### src/rtl/gpu_pkg.sv
// gpu_pkg: shared types and defaults for the GPU framebuffer fill engine.
//   - fill_state_t : engine FSM states (IDLE / FILL / DONE)
//   - GPU_*        : default framebuffer geometry and bus widths
//   - color_t      : 16-bit colour as four 4-bit nibbles
package gpu_pkg;

    localparam int GPU_FB_W    = 640;
    localparam int GPU_FB_H    = 400;
    localparam int GPU_COORD_W = 10;
    localparam int GPU_DATA_W  = 16;
    localparam int GPU_ADDR_W  = 18;

    typedef enum logic [1:0] {
        ST_IDLE = 2'd0,
        ST_FILL = 2'd1,
        ST_DONE = 2'd2
    } fill_state_t;

    // Pixel nibble layout, MSB first: unused nibble, red, green, blue.
    typedef struct packed {
        logic [3:0] x;
        logic [3:0] r;
        logic [3:0] g;
        logic [3:0] b;
    } color_t;

endpackage

### src/rtl/gpu_rect_fill_if.sv
// gpu_rect_fill_if: command handshake plus GPU-SRAM write port of the fill engine.
//   master : command source / SRAM side (drives command, observes bus)
//   slave  : fill engine (accepts command, drives SRAM strobes)
// Signals: I_CMD_VALID/O_CMD_READY handshake, I_X0..I_Y1 inclusive corners,
//          I_COLOR/I_COLOR_ALT fill colours, O_DONE completion pulse,
//          O_GPU_ADDR/O_GPU_DATA/O_GPU_WRITE/O_GPU_READ SRAM port.
interface gpu_rect_fill_if #(
    parameter int COORD_W = 10,
    parameter int DATA_W  = 16,
    parameter int ADDR_W  = 18
);
    logic               I_CMD_VALID;
    logic               O_CMD_READY;
    logic [COORD_W-1:0] I_X0;
    logic [COORD_W-1:0] I_Y0;
    logic [COORD_W-1:0] I_X1;
    logic [COORD_W-1:0] I_Y1;
    logic [DATA_W-1:0]  I_COLOR;
    logic [DATA_W-1:0]  I_COLOR_ALT;
    logic               O_DONE;
    logic [ADDR_W-1:0]  O_GPU_ADDR;
    logic [DATA_W-1:0]  O_GPU_DATA;
    logic               O_GPU_WRITE;
    logic               O_GPU_READ;

    modport master (
        output I_CMD_VALID, I_X0, I_Y0, I_X1, I_Y1, I_COLOR, I_COLOR_ALT,
        input  O_CMD_READY, O_DONE, O_GPU_ADDR, O_GPU_DATA, O_GPU_WRITE, O_GPU_READ
    );

    modport slave (
        input  I_CMD_VALID, I_X0, I_Y0, I_X1, I_Y1, I_COLOR, I_COLOR_ALT,
        output O_CMD_READY, O_DONE, O_GPU_ADDR, O_GPU_DATA, O_GPU_WRITE, O_GPU_READ
    );
endinterface

### src/rtl/gpu_rect_walker.sv
// gpu_rect_walker: raster walker over a clipped rectangle.
// Holds x / y / row-base counters; the SRAM address is row-base + x, so the
// only multiply is the one-off Y0*FB_W at load time.
// Ports:
//   i_clk, i_rst_n        clock, async active-low reset
//   i_load                capture X0/Y0/x1c/y1c and start at (X0,Y0)
//   i_step                advance one pixel (low = hold, i.e. stall)
//   i_x0,i_y0,i_x1c,i_y1c rectangle start and clipped end corners
//   o_addr                framebuffer address of the current pixel
//   o_last                current pixel is (x1c,y1c)
//   o_par                 (x ^ y) & 1 of the current pixel
module gpu_rect_walker #(
    parameter int FB_W    = 640,
    parameter int COORD_W = 10,
    parameter int ADDR_W  = 18
) (
    input  logic               i_clk,
    input  logic               i_rst_n,
    input  logic               i_load,
    input  logic               i_step,
    input  logic [COORD_W-1:0] i_x0,
    input  logic [COORD_W-1:0] i_y0,
    input  logic [COORD_W-1:0] i_x1c,
    input  logic [COORD_W-1:0] i_y1c,
    output logic [ADDR_W-1:0]  o_addr,
    output logic               o_last,
    output logic               o_par
);
    localparam logic [ADDR_W-1:0] ROW_STRIDE = ADDR_W'(FB_W);

    logic [COORD_W-1:0] r_x, r_y, r_x0, r_x1c, r_y1c;
    logic [ADDR_W-1:0]  r_rowbase;

    always_ff @(posedge i_clk or negedge i_rst_n) begin
        if (!i_rst_n) begin
            r_x       <= '0;
            r_y       <= '0;
            r_x0      <= '0;
            r_x1c     <= '0;
            r_y1c     <= '0;
            r_rowbase <= '0;
        end else if (i_load) begin
            r_x       <= i_x0;
            r_y       <= i_y0;
            r_x0      <= i_x0;
            r_x1c     <= i_x1c;
            r_y1c     <= i_y1c;
            r_rowbase <= ADDR_W'(i_y0) * ROW_STRIDE;
        end else if (i_step) begin
            if (r_x == r_x1c) begin
                // Row wrap. Stepping past the final pixel is harmless: the
                // owner leaves FILL on that same edge.
                r_x       <= r_x0;
                r_y       <= r_y + 1'b1;
                r_rowbase <= r_rowbase + ROW_STRIDE;
            end else begin
                r_x <= r_x + 1'b1;
            end
        end
    end

    assign o_addr = r_rowbase + ADDR_W'(r_x);
    assign o_last = (r_x == r_x1c) && (r_y == r_y1c);
    assign o_par  = r_x[0] ^ r_y[0];

endmodule

### src/rtl/gpu_rect_fill.sv
// gpu_rect_fill: solid-colour rectangle fill engine for the GPU-SRAM port.
// Accepts one rectangle command, clips it to FB_W x FB_H and writes one pixel
// per clock while I_VIDEO_ON is low; pulses O_DONE when finished.
// Ports:
//   I_CLK, I_RST_N  clock, async active-low reset
//   I_VIDEO_ON      display scanning: SRAM writes are held off
//   bus (slave)     command handshake and SRAM write port (gpu_rect_fill_if)
// Optional feature: define GPU_RECT_FILL_CHECKER_EN for a checkerboard fill
// (I_COLOR_ALT on pixels where (x ^ y) is odd, absolute coordinates).
module gpu_rect_fill
    import gpu_pkg::*;
#(
    parameter int FB_W    = GPU_FB_W,
    parameter int FB_H    = GPU_FB_H,
    parameter int COORD_W = GPU_COORD_W,
    parameter int DATA_W  = GPU_DATA_W,
    parameter int ADDR_W  = GPU_ADDR_W
) (
    input  logic            I_CLK,
    input  logic            I_RST_N,
    input  logic            I_VIDEO_ON,
    gpu_rect_fill_if.slave  bus
);
    localparam logic [COORD_W-1:0] XMAX = COORD_W'(FB_W - 1);
    localparam logic [COORD_W-1:0] YMAX = COORD_W'(FB_H - 1);

    fill_state_t        r_state;
    logic               r_ready;
    logic               r_done;
    logic               r_write;
    logic [ADDR_W-1:0]  r_addr;
    logic [DATA_W-1:0]  r_data;
    logic [DATA_W-1:0]  r_color;

    logic [COORD_W-1:0] w_x1c, w_y1c;
    logic               w_accept, w_empty, w_load, w_step, w_last;
    logic [ADDR_W-1:0]  w_addr;
    logic [DATA_W-1:0]  w_pix;

`ifdef GPU_RECT_FILL_CHECKER_EN
    logic [DATA_W-1:0]  r_color_alt;
    logic               w_par;
`endif

    // r_ready is high exactly in IDLE, so it doubles as the accept qualifier.
    assign w_accept = bus.I_CMD_VALID && r_ready;
    assign w_x1c    = (bus.I_X1 > XMAX) ? XMAX : bus.I_X1;
    assign w_y1c    = (bus.I_Y1 > YMAX) ? YMAX : bus.I_Y1;
    // Also covers X0/Y0 beyond the framebuffer, since x1c/y1c are clipped.
    assign w_empty  = (bus.I_X0 > w_x1c) || (bus.I_Y0 > w_y1c);
    assign w_load   = w_accept && !w_empty;
    assign w_step   = (r_state == ST_FILL) && !I_VIDEO_ON;

    gpu_rect_walker #(
        .FB_W    (FB_W),
        .COORD_W (COORD_W),
        .ADDR_W  (ADDR_W)
    ) u_walker (
        .i_clk   (I_CLK),
        .i_rst_n (I_RST_N),
        .i_load  (w_load),
        .i_step  (w_step),
        .i_x0    (bus.I_X0),
        .i_y0    (bus.I_Y0),
        .i_x1c   (w_x1c),
        .i_y1c   (w_y1c),
        .o_addr  (w_addr),
        .o_last  (w_last),
`ifdef GPU_RECT_FILL_CHECKER_EN
        .o_par   (w_par)
`else
        .o_par   ()
`endif
    );

`ifdef GPU_RECT_FILL_CHECKER_EN
    assign w_pix = w_par ? r_color_alt : r_color;
`else
    assign w_pix = r_color;
`endif

    always_ff @(posedge I_CLK or negedge I_RST_N) begin
        if (!I_RST_N) begin
            r_state     <= ST_IDLE;
            r_ready     <= 1'b1;
            r_done      <= 1'b0;
            r_write     <= 1'b0;
            r_addr      <= '0;
            r_data      <= '0;
            r_color     <= '0;
`ifdef GPU_RECT_FILL_CHECKER_EN
            r_color_alt <= '0;
`endif
        end else begin
            r_done <= 1'b0;
            case (r_state)
                ST_IDLE: begin
                    r_write <= 1'b0;
                    if (w_accept) begin
                        r_ready <= 1'b0;
                        r_color <= bus.I_COLOR;
`ifdef GPU_RECT_FILL_CHECKER_EN
                        r_color_alt <= bus.I_COLOR_ALT;
`endif
                        r_state <= w_empty ? ST_DONE : ST_FILL;
                    end
                end
                ST_FILL: begin
                    if (!I_VIDEO_ON) begin
                        r_write <= 1'b1;
                        r_addr  <= w_addr;
                        r_data  <= w_pix;
                        if (w_last) r_state <= ST_DONE;
                    end else begin
                        // Stall: address/data hold, walker holds too.
                        r_write <= 1'b0;
                    end
                end
                ST_DONE: begin
                    r_write <= 1'b0;
                    r_done  <= 1'b1;
                    r_ready <= 1'b1;
                    r_state <= ST_IDLE;
                end
                default: begin
                    r_write <= 1'b0;
                    r_ready <= 1'b1;
                    r_state <= ST_IDLE;
                end
            endcase
        end
    end

    assign bus.O_CMD_READY = r_ready;
    assign bus.O_DONE      = r_done;
    assign bus.O_GPU_ADDR  = r_addr;
    assign bus.O_GPU_DATA  = r_data;
    assign bus.O_GPU_WRITE = r_write;
    assign bus.O_GPU_READ  = 1'b0;

endmodule
### src/flat_wrapper.sv
// flat-port wrapper written by rule: the top's interface ports become plain ports
module gpu_rect_fill_flat import gpu_pkg::*;
#(
    parameter int FB_W    = GPU_FB_W,
    parameter int FB_H    = GPU_FB_H,
    parameter int COORD_W = GPU_COORD_W,
    parameter int DATA_W  = GPU_DATA_W,
    parameter int ADDR_W  = GPU_ADDR_W
)
  (I_CLK, I_RST_N, I_VIDEO_ON, bus_I_CMD_VALID, bus_I_X0, bus_I_Y0, bus_I_X1, bus_I_Y1, bus_I_COLOR, bus_I_COLOR_ALT, bus_O_CMD_READY, bus_O_DONE, bus_O_GPU_ADDR, bus_O_GPU_DATA, bus_O_GPU_WRITE, bus_O_GPU_READ);
  gpu_rect_fill_if #(.COORD_W(COORD_W), .DATA_W(DATA_W), .ADDR_W(ADDR_W)) bus_i ();
  input  logic I_CLK;
  input  logic I_RST_N;
  input  logic I_VIDEO_ON;
  input wire logic [$bits(bus_i.I_CMD_VALID)-1:0] bus_I_CMD_VALID;
  input wire logic [$bits(bus_i.I_X0)-1:0] bus_I_X0;
  input wire logic [$bits(bus_i.I_Y0)-1:0] bus_I_Y0;
  input wire logic [$bits(bus_i.I_X1)-1:0] bus_I_X1;
  input wire logic [$bits(bus_i.I_Y1)-1:0] bus_I_Y1;
  input wire logic [$bits(bus_i.I_COLOR)-1:0] bus_I_COLOR;
  input wire logic [$bits(bus_i.I_COLOR_ALT)-1:0] bus_I_COLOR_ALT;
  output wire logic [$bits(bus_i.O_CMD_READY)-1:0] bus_O_CMD_READY;
  output wire logic [$bits(bus_i.O_DONE)-1:0] bus_O_DONE;
  output wire logic [$bits(bus_i.O_GPU_ADDR)-1:0] bus_O_GPU_ADDR;
  output wire logic [$bits(bus_i.O_GPU_DATA)-1:0] bus_O_GPU_DATA;
  output wire logic [$bits(bus_i.O_GPU_WRITE)-1:0] bus_O_GPU_WRITE;
  output wire logic [$bits(bus_i.O_GPU_READ)-1:0] bus_O_GPU_READ;
  assign bus_i.I_CMD_VALID = bus_I_CMD_VALID;
  assign bus_i.I_X0 = bus_I_X0;
  assign bus_i.I_Y0 = bus_I_Y0;
  assign bus_i.I_X1 = bus_I_X1;
  assign bus_i.I_Y1 = bus_I_Y1;
  assign bus_i.I_COLOR = bus_I_COLOR;
  assign bus_i.I_COLOR_ALT = bus_I_COLOR_ALT;
  assign bus_O_CMD_READY = bus_i.O_CMD_READY;
  assign bus_O_DONE = bus_i.O_DONE;
  assign bus_O_GPU_ADDR = bus_i.O_GPU_ADDR;
  assign bus_O_GPU_DATA = bus_i.O_GPU_DATA;
  assign bus_O_GPU_WRITE = bus_i.O_GPU_WRITE;
  assign bus_O_GPU_READ = bus_i.O_GPU_READ;
  gpu_rect_fill #(.FB_W(FB_W), .FB_H(FB_H), .COORD_W(COORD_W), .DATA_W(DATA_W), .ADDR_W(ADDR_W)) u_core (.I_CLK(I_CLK), .I_RST_N(I_RST_N), .I_VIDEO_ON(I_VIDEO_ON), .bus(bus_i));
endmodule
### config.mk
export PLATFORM = sky130hd
export DESIGN_NAME = gpu_rect_fill_flat
export DESIGN_NICKNAME = d
export VERILOG_FILES = /design/src/rtl/gpu_pkg.sv /design/src/rtl/gpu_rect_fill_if.sv /design/src/rtl/gpu_rect_walker.sv /design/src/rtl/gpu_rect_fill.sv /design/src/flat_wrapper.sv
export SDC_FILE = /design/constraint.sdc
export NUM_CORES = 1
export LEC_CHECK = 0
export ABC_AREA = 1
export BUFFER_PORTS_ARGS = -buffer_cell sky130_fd_sc_hd__buf_4
export CAP_MARGIN = 10
export CORE_UTILIZATION = 57
export CTS_CLUSTER_SIZE = 12
export DETAILED_ROUTE_END_ITERATION = 12
export GPL_TIMING_DRIVEN = 1
export MAX_ROUTING_LAYER = met4
export PLACE_DENSITY = 0.81
export SLEW_MARGIN = 25
export SYNTH_ARGS = -nofsm -noshare
export SYNTH_HDL_FRONTEND = slang
export SYNTH_SLANG_ARGS = --single-unit
### constraint.sdc
create_clock -name I_CLK -period 2.2 [get_ports I_CLK]
set_input_delay 0.44 -clock I_CLK [delete_from_list [all_inputs] [get_ports I_CLK]]
set_output_delay 0.44 -clock I_CLK [all_outputs]
set_load 0.03 [all_outputs]
Word-level counts from Yosys, hierarchy flattened
Index checks and enable logic that the tools add are counted.

word-level totals
  flip-flop bits (word level) = 123
  bits in latches = 0
  RAM bits = 0
  bits in read-only memories = 0
  bits of input ports = 76
  word-level logic and storage cells = 67
  memories = 0

operators by class
  $add $sub $neg = 4
  multipliers = 1
  divide/modulo/power cells = 0
  magnitude comparators = 4
  equal/unequal tests = 7
  shift-type cells = 0
  multiplexer cells = 21
  bitwise gates (word level) = 2
  reductions and logical operators = 15

operators with widths
  operator                count
  $mux 10                 8
  $mux 18                 3
  $add 10x1->10 const B   2
  $eq 10x10->1            2
  $gt 10x10->1            2
  $add 18x10->18          1
  $add 18x10->18 const B  1
  $mul 10x3->11 const B   1
  $gt 10x10->1 const B    1
  $gt 10x9->1 const B     1
  $mux 2                  4
  $reduce_and 2->1        4
  $logic_and 1x1->1       4
  $mux 1                  4
  $ne 2x2->1 const B      2
  $pmux 2 s2              1
  $reduce_bool 2->1       2
  $reduce_and 3->1        1
  $eq 2x1->1 const B      1
  $eq 2x2->1 const B      1
  $logic_not 1->1         2
  $logic_not 2->1         1
  $ne 2x1->1 const B      1
  $not 1->1               2
  2 further kinds         2

Logic depth before layout (Yosys ltp)
Gate-level depths: netlist of run 1.

  depth in word-level cells = 8
  gate-level depth with buffers = 19
  depth with buffers taken out = 18

Modules after synthesis
A second synthesis of run 1 with hierarchy kept.

second synthesis, totals
  cell total of the unflattened synthesis = 970
  area total of the unflattened synthesis = 7200.7 um^2

by module, submodules not included
  module           instances  cells each  area each (um^2)  seq. area each (um^2)
  gpu_rect_walker  1          608         4372.9            1526.5
  gpu_rect_fill    1          362         2827.7            1377.6

Worst setup path after synthesis of run 1
No wires, ideal clock.

  path type = input port to flip-flop
  from = in bus_I_Y1[5]
  to = reg u_core.u_walker.r_x[0]
  setup time = 125 ps
  arrival = 2277 ps
  data required time = 2075 ps
  slack = -202 ps
  stages on the path = 13
  path buffers = 2
  cell sequence = nor2_1 -> nand2_1 -> a31oi_1 -> inv_1 -> or2_2 -> ha_1 -> nand4_1 -> nand2_1 -> nand3_2 -> buf_6 -> buf_4 -> nand3_1 -> nand3_1

between the ends
  longest elaborated chain between the ends = 7

ends and longest elaborated chain
  element                                       line                   RTL
  start, declared                               flat_wrapper.sv:19     input wire logic [$bits(bus_i.I_Y1)-1:0] bus_I_Y1;
  $gt 10x9->1 (*)                               gpu_rect_fill.sv:48    assign w_y1c = (bus.I_Y1 > YMAX) ? YMAX : bus.I_Y1;
  $mux 10 (*)                                   gpu_rect_fill.sv:48
  net u_core.u_walker.i_y1c[0]                  gpu_rect_walker.sv:24  input logic [COORD_W-1:0] i_y1c,
  $gt 10x10->1 (*)                              gpu_rect_fill.sv:50    assign w_empty = (bus.I_X0 > w_x1c) || (bus.I_Y0 > w_y1c);
  $logic_or 1x1->1 (*)                          gpu_rect_fill.sv:50
  $logic_not 1->1 (*)                           gpu_rect_fill.sv:51    assign w_load = w_accept && !w_empty;
  $logic_and 1x1->1 (*)                         gpu_rect_fill.sv:51
  $mux 10 or $reduce_bool 2->1 (tied branches)  n/a
  end signal, assigned                          gpu_rect_walker.sv:43  r_x <= i_x0;
  end signal, assigned                          gpu_rect_walker.sv:53  r_x <= r_x0;
  end signal, assigned                          gpu_rect_walker.sv:57  r_x <= r_x + 1'b1;
  end, declared                                 gpu_rect_walker.sv:31  logic [COORD_W-1:0] r_x, r_y, r_x0, r_x1c, r_y1c;

The timed path passes the listed nets; every way through them passes the cells marked *.
A chain may end at the register's enable or synchronous reset.

Worst setup path in the final report of run 1
  from = in bus_I_Y1[5]
  to = reg u_core.u_walker.r_x[8]

Same word-level chain as after synthesis.

==> reports/qor.txt, run 1 <==
=================================================================================
Kind of cell adding the most delay to the critical path ............ simple AND/OR/NAND/NOR gates
First-pass GRT wire length .........................................     26700 um
Core Util, Final ...................................................        76.4%
Tot GR Track Use ...................................................        27.8%
Detailed-placement wirelength estimate .............................     11100 um
Vias ...............................................................         6195
Synthesized netlist net count ......................................         1008
Final ANT Viol Nets ................................................            0
Max-slew violation total from the final report .....................            0
Maximum number of pins on one net before global-route repair .......          117
Final number of setup-violating endpoints ..........................            3
Most used cells in the layout excluding fill and tap cells ......... nand2_1 (313), buf_4 (130), dfrtp_1 (115), nand3_1 (88), inv_1 (77)
Starting density of the core .......................................        58.8%
Reg-to-Reg End ..................................................... u_core.bus.O_GPU_ADDR[16]
Number of unique standard cell types used by synthesis .............           36
Least-Margin Pin Slew ..............................................     0.615 ns
Sequential area share after synthesis ..............................        43.1%
Critical path start-end classification ............................. primary input to flip-flop
Number of synthesized register bits ................................          116
Final WL ...........................................................     16700 um
Die Ht .............................................................       111 um
Reg2reg setup slack ................................................      0.24 ns
Final cell count without fillers ...................................         1175
Fraction of the cycle the final worst path needs ...................         102%
Endpoint type of the worst setup path ..............................    flip-flop
DRC errors left ....................................................            0
Total area of sequential cells ..................................... 0.00290 sq mm
Unrepaired setup endpoints after global routing ....................         true
Core area .......................................................... 0.0115 sq mm
Power density cells ................................................ 1300 mW/mm^2
Number of optimization iterations in the first detailed-route pass .            5
Run status ......................................................... complete, but fails checks
Path category of the worst min-delay check ......................... primary input to asynchronous set/reset pin
CTS H-tree lvls ....................................................            4
Worst slew margin relative to its limit ............................        59.0%
Overflow after GRT .................................................            0
Leakage ............................................................   0.00475 uW
Synthesized area divided by synthesized cell count .................   7.58 sq um
Startpoint kind of the worst setup timing path ..................... primary input
PortBufs ...........................................................           96
Number of cell instances on the worst register-to-register path ....            9
Post-route setup slack .............................................   -0.0456 ns
CP max-delay cell ..................................................        or2_4
Initial antenna violation count ....................................            0
Worst-path cell chain .............................................. buf_6, nor2_4, nand2_2, a31oi_4, inv_4, or2_4, ha_4, o21bai_1, nand3_1, nand3_2, nand2_4, nand3_4, inv_6, clkbuf_16, nand2_1, nand3_1
Fin. Hold Viols ....................................................            0
Number of vias per cell after detailed routing .....................         5.27
Vias in the first global route .....................................         5903
N_diodes ...........................................................            0
Total CTS buffers ..................................................           17
Worst voltage drop across the vdd grid .............................   0.000954 V
Fill cell instance count of the final layout .......................          820
Hold Worst Slack ...................................................    0.0881 ns
Number of nets at the end of the flow ..............................         1137
Maxcap violations ..................................................            0
CTS root buffer ....................................................    clkbuf_16
Fraction of layout cells with a size suffix above 1 ................        23.4%
Most common library cell in the layout ignoring fill and taps ......      nand2_1
RePlAce Congestion .................................................        0.865
Period minus WS final ..............................................      2.25 ns
Clock Sinks ........................................................          116
Number of DRC markers after the initial detailed-route iteration ...          499
Required time at the endpoint of the critical path .................      2.50 ns
Overall power ......................................................     11400 uW
Die ar. ............................................................ 0.0123 sq mm
Clock tree from TritonCTS ..........................................          yes
Setup TNS ..........................................................   -0.0867 ns
Average wire per cell in the routed design .........................      14.2 um
Layout overhead on the synthesized area ............................        29.9%
Cell type with the highest occurrence count on the critical path ...      nand3_1
Buffer depth of the longest clock path .............................            2
Number of buffers inserted by hold repair at cts ...................            0
Failing checks ..................................................... negative setup slack
R2r startpoint ..................................................... u_core.u_walker.r_x[8]
Yosys warning total ................................................            0
Number of top-level design ports ...................................          114
Cell count after synthesis .........................................          890
CP arrival .........................................................      2.54 ns
Highest cell delay on the worst timing path ........................      0.26 ns
Std-Cell Rows ......................................................           39
Buf+Inv Stages, Crit Path ..........................................            4
Multi-input combinational cell area ................................ 0.00357 sq mm
Syn Std Cell Area .................................................. 0.00674 sq mm
Clk slew on worst S/H paths ........................................      0.06 ns
Clk Latency, worst-skew pair .......................................      0.42 ns
Horiz. Die Dim .....................................................       111 um
Number of cells in the design after placement ......................         1140
Max FO, Critical Path ..............................................           12
Max Fclk ...........................................................      445 MHz
Final clock skew ...................................................   0.00594 ns
=================================================================================
==> report_power, final <==
part	internal [uW]	total, uW	switching [uW]
sequential	3140	3960	822
clock	1820	2850	1020
combinational	1750	4550	2800
total	6710	11400	4640
==> layer usage <==
metal	global-route usage, %	wire length, um	up-vias
met1	33.2	7110	2891
met3	5.08	783	37
met2	46.5	8330	174
met5	-	0	-
met4	11.6	457	0
li1	-	-	3093
==> cells in the mapped netlist (all sizes together) <==
cell | n | area share, %
a31oi | 3 | 0.28
o22ai | 2 | 0.19
nand4 | 10 | 0.93
nor2 | 46 | 3.1
clkbuf | 10 | 0.56
nand3 | 93 | 7.0
and2 | 1 | 0.093
xor2 | 27 | 3.5
conb | 2 | 0.11
buf | 21 | 2.0
nor3 | 8 | 0.59
a21boi | 1 | 0.11
o21bai | 2 | 0.22
inv | 87 | 4.8
nand2 | 344 | 19
xnor2 | 6 | 0.78
dfstp | 1 | 0.39
nand3b | 1 | 0.11
dfrtp | 115 | 43
ha | 41 | 7.6
fa | 1 | 0.30
o21ai | 52 | 3.9
nor4 | 1 | 0.093
a21oi | 11 | 0.82
a21o | 2 | 0.22
or2 | 2 | 0.19
==> area by class of cell <==
| type | instances | area share (%) |
|---|---|---|
| Clock buffer | 18 | 5.01 |
| Clock inverter | 14 | 2.01 |
| Inverter | 87 | 3.84 |
| Multi-Input combinational cell | 656 | 40.7 |
| Sequential cell | 116 | 33.2 |
| Tap cell | 143 | 2.04 |
| Timing Repair Buffer | 141 | 13.2 |
==> timing repair <==
action,in CTS,in global routing
buffers inserted,0,1
gates resized for setup,0,66
endpoints found under the setup margin,0,62
==> sequential cells by signal, summed over array words and instances (netlist names) <==
signal	count
u_core.u_walker.r_y	10
u_core.r_color	16
u_core.u_walker.r_x0	10
u_core.u_walker.r_rowbase	11
u_core.u_walker.r_x1c	10
u_core.bus.O_GPU_DATA	16
u_core.bus.O_GPU_WRITE	1
u_core.bus.O_GPU_ADDR	18
u_core.u_walker.r_x	10
u_core.u_walker.r_y1c	10
u_core.r_state	2
u_core.bus.O_CMD_READY	1
u_core.bus.O_DONE	1
==> metrics by stage <==
step	setup WS, ns	cell area [sq um]
floorplan	-0.0147	6800
global placement	-0.336	7860
detailed placement	-0.360	7860
CTS	0.0612	8470
global route	-0.155	8760
finish	-0.0456	8760
==> worst max-delay path by stage <==
stage | from | cells past startpoint | to
detailed placement | bus_I_X1[8] | 16 | u_core.u_walker.r_rowbase[14]
global route | bus_I_Y1[5] | 16 | u_core.u_walker.r_x[8]
floorplan | bus_I_Y1[5] | 18 | u_core.u_walker.r_x[0]
CTS | bus_I_X1[8] | 16 | u_core.u_walker.r_rowbase[14]
global placement | bus_I_X1[8] | 16 | u_core.u_walker.r_rowbase[14]
finish | bus_I_Y1[5] | 16 | u_core.u_walker.r_x[8]
==> logic make-up (layout without fill, tap and decap cells) <==
family                   after synthesis  in the layout  synth area share, %
XOR/XNOR                              33             33                 4.29
AO/OA/AOI/OAI                         73             73                 5.70
other                                  2              2                0.111
flip-flops                           116            116                 43.1
AND/OR/NAND/NOR                      506            506                 31.5
adder cells (fa/ha/maj)               42             42                 7.90
buffers and inverters                118            260                 7.44
Power figures use the tool's default switching activity.
==> inputs of run 2 (changes only) <==
--- a/config.mk
+++ b/config.mk
@@ -6,7 +6,7 @@
 export NUM_CORES = 1
 export LEC_CHECK = 0
 export ABC_AREA = 1
-export BUFFER_PORTS_ARGS = -buffer_cell sky130_fd_sc_hd__buf_4
+export BUFFER_PORTS_ARGS = -buffer_cell sky130_fd_sc_hd__buf_2
 export CAP_MARGIN = 10
 export CORE_UTILIZATION = 57
 export CTS_CLUSTER_SIZE = 12
==> run 2 against run 1 <==
The flow finishes with violations (negative hold slack, negative setup slack). Clock power shrank 5%. Final cell count grew 0.77%. Power shrank 1.9%. Critical endpoint is now u_core.u_walker.r_y1c[0]. Largest cell class unchanged.
==> reports/qor.txt, run 2 (same netlist as run 1, synthesis figures left out) <==
=================================================================================
Die ar. ............................................................ 0.0123 sq mm   unchanged
Tot GR Track Use ...................................................        27.6%   was 27.8%
RePlAce Congestion .................................................        0.852   was 0.865
Leakage ............................................................   0.00475 uW   about the same
Multi-input combinational cell area ................................ 0.00358 sq mm   was 0.00357 sq mm
Overflow after GRT .................................................            0   unchanged
Starting density of the core .......................................        58.8%   unchanged
Failing checks ..................................................... negative hold slack, negative setup slack   was negative setup slack
Horiz. Die Dim .....................................................       111 um   unchanged
Final number of setup-violating endpoints ..........................            9   was 3
CTS H-tree lvls ....................................................            4   unchanged
DRC errors left ....................................................            0   unchanged
Hold Worst Slack ...................................................  -0.00214 ns   was 0.0881 ns
Fraction of the cycle the final worst path needs ...................         103%   was 102%
Max-slew violation total from the final report .....................            0   unchanged
Most common library cell in the layout ignoring fill and taps ......      nand2_1   unchanged
Clock Sinks ........................................................          116   unchanged
Fraction of layout cells with a size suffix above 1 ................        23.7%   was 23.4%
Total CTS buffers ..................................................           17   unchanged
Setup TNS ..........................................................    -0.122 ns   was -0.0867 ns
N_diodes ...........................................................            0   unchanged
Run status ......................................................... complete, but fails checks   unchanged
Final ANT Viol Nets ................................................            0   unchanged
Std-Cell Rows ......................................................           39   unchanged
Final WL ...........................................................     17800 um   was 16700 um
Die Ht .............................................................       111 um   unchanged
Clock tree from TritonCTS ..........................................          yes   unchanged
Max Fclk ...........................................................      442 MHz   was 445 MHz
Clk slew on worst S/H paths ........................................      0.06 ns   about the same
Clk Latency, worst-skew pair .......................................      0.41 ns   was 0.42 ns
Average wire per cell in the routed design .........................      15.0 um   was 14.2 um
PortBufs ...........................................................           96   unchanged
Fill cell instance count of the final layout .......................          776   was 820
First-pass GRT wire length .........................................     26700 um   about the same
Number of flip-flops under the largest register name ...............           18   unchanged
Max FO, Critical Path ..............................................            6   was 12
CP arrival .........................................................      2.56 ns   was 2.54 ns
Maximum number of pins on one net before global-route repair .......           50   was 117
Buffer depth of the longest clock path .............................            2   unchanged
Total area of sequential cells ..................................... 0.00290 sq mm   unchanged
Critical path start-end classification ............................. primary input to flip-flop   unchanged
Vias ...............................................................         6468   was 6195
Required time at the endpoint of the critical path .................      2.50 ns   about the same
Number of DRC markers after the initial detailed-route iteration ...          577   was 499
Power density cells ................................................ 1290 mW/mm^2   was 1300 mW/mm^2
Fin. Hold Viols ....................................................            2   was 0
Unrepaired setup endpoints after global routing ....................         true   unchanged
Post-route setup slack .............................................   -0.0605 ns   was -0.0456 ns
Number of vias per cell after detailed routing .....................         5.46   was 5.27
Number of optimization iterations in the first detailed-route pass .            7   was 5
Vias in the first global route .....................................         5837   was 5903
Initial antenna violation count ....................................            0   unchanged
Detailed-placement wirelength estimate .............................     10900 um   was 11100 um
Period minus WS final ..............................................      2.26 ns   was 2.25 ns
Path category of the worst min-delay check ......................... primary input to asynchronous set/reset pin   unchanged
Number of nets at the end of the flow ..............................         1146   was 1137
Most used cells in the layout excluding fill and tap cells ......... nand2_1 (319), dfrtp_1 (115), buf_2 (93), nand3_1 (88), inv_1 (77)   was nand2_1 (313), buf_4 (130), dfrtp_1 (115), nand3_1 (88), inv_1 (77)
Final clock skew ...................................................   0.00838 ns   was 0.00594 ns
Number of top-level design ports ...................................          114   unchanged
Layout overhead on the synthesized area ............................        28.1%   was 29.9%
Endpoint type of the worst setup path ..............................    flip-flop   unchanged
Maxcap violations ..................................................            0   unchanged
CTS root buffer ....................................................    clkbuf_16   unchanged
Core area .......................................................... 0.0115 sq mm   unchanged
Startpoint kind of the worst setup timing path ..................... primary input   unchanged
Worst voltage drop across the vdd grid .............................    0.00101 V   was 0.000954 V
=================================================================================
-- run 2: cell count changes in the layout (fill, tap and decap cells not counted), sizes merged --
cell	before	now
buf	139	144
clkbuf	20	25
inv	90	87
clkinvlp	2	4
bufinv	3	2
nand3	93	94
-- run 2: final cells by class --
| type | count | share of cell area, % |
|---|---|---|
| clock buffer | 20 | 5.29 |
| clock inverter | 12 | 1.52 |
| inverter | 87 | 3.87 |
| multi-input combinational | 657 | 41.4 |
| sequential | 116 | 33.6 |
| tap | 143 | 2.07 |
| timing repair buffer | 149 | 12.3 |
-- run 2: worst paths after layout --
kind	depth (start not counted)	to	startpoint	slack [ns]
max	17	u_core.u_walker.r_y1c[0]	bus_I_Y1[5]	-0.06
max in group asynchronous	2	u_core.u_walker.r_y1c[1]	I_RST_N	1.60
min reg2reg	2	u_core.bus.O_GPU_DATA[6]	u_core.bus.O_GPU_DATA[6]	0.46
min	1	u_core.r_color[10]	I_RST_N	-0.002
min in group I_CLK	3	u_core.r_color[8]	bus_I_COLOR[8]	0.23
max reg2reg	10	u_core.bus.O_GPU_ADDR[17]	u_core.u_walker.r_x[8]	0.29
-- run 2: power by group --
group | switching, uW | internal [uW] | total (uW) | leakage (uW)
clock | 988 | 1720 | 2710 | 0.000278
sequential | 838 | 3140 | 3980 | 0.00145
combinational | 2850 | 1600 | 4450 | 0.00302
-- run 2: per-layer routing --
layer	vias up	track usage [%]	part of all wire, %
met5	-	-	0
met4	0	8.89	3.4
met3	54	5.74	5.8
met2	277	45.6	50
met1	3023	34.1	41
li1	3114	-	-
-- run 2: timing repair --
action                                  CTS  global route
cloned                                    0             8
resized for setup                         1            65
hold buffers                              0             0
pin swaps                                 0             9
endpoints found under the setup margin    1            62
setup buffers                             0             4
-- run 2: critical path, cell delays in order --
cell,delay (ns)
buf_8,0.10
nor2_4,0.09
nand2_2,0.07
a31oi_4,0.23
inv_4,0.11
nor2_4,0.18
ha_4,0.23
nand2_2,0.07
a21oi_2,0.05
nor2_1,0.12
nand3_2,0.11
nand2_4,0.11
nand3_4,0.16
inv_6,0.15
buf_12,0.14
nand2_1,0.07
o21ai_0,0.13
-- run 2: stage by stage --
| step | power, uW | util [%] | cell area [sq um] | std cells | worst slack (ns) |
|---|---|---|---|---|---|
| 2_1_floorplan | 6860 | - | 6800 | 890 | -0.0147 |
| 3_3_place_gp | 7890 | 66.6 | 7640 | 1140 | -0.347 |
| 3_5_place_dp | 8030 | 66.6 | 7640 | 1140 | -0.390 |
| 4_1_cts | 10800 | 71.8 | 8230 | 1172 | 0.0182 |
| 5_1_grt | 11900 | 75.4 | 8640 | 1184 | -0.0938 |
| 6_report | 11100 | 75.4 | 8640 | 1184 | -0.0605 |
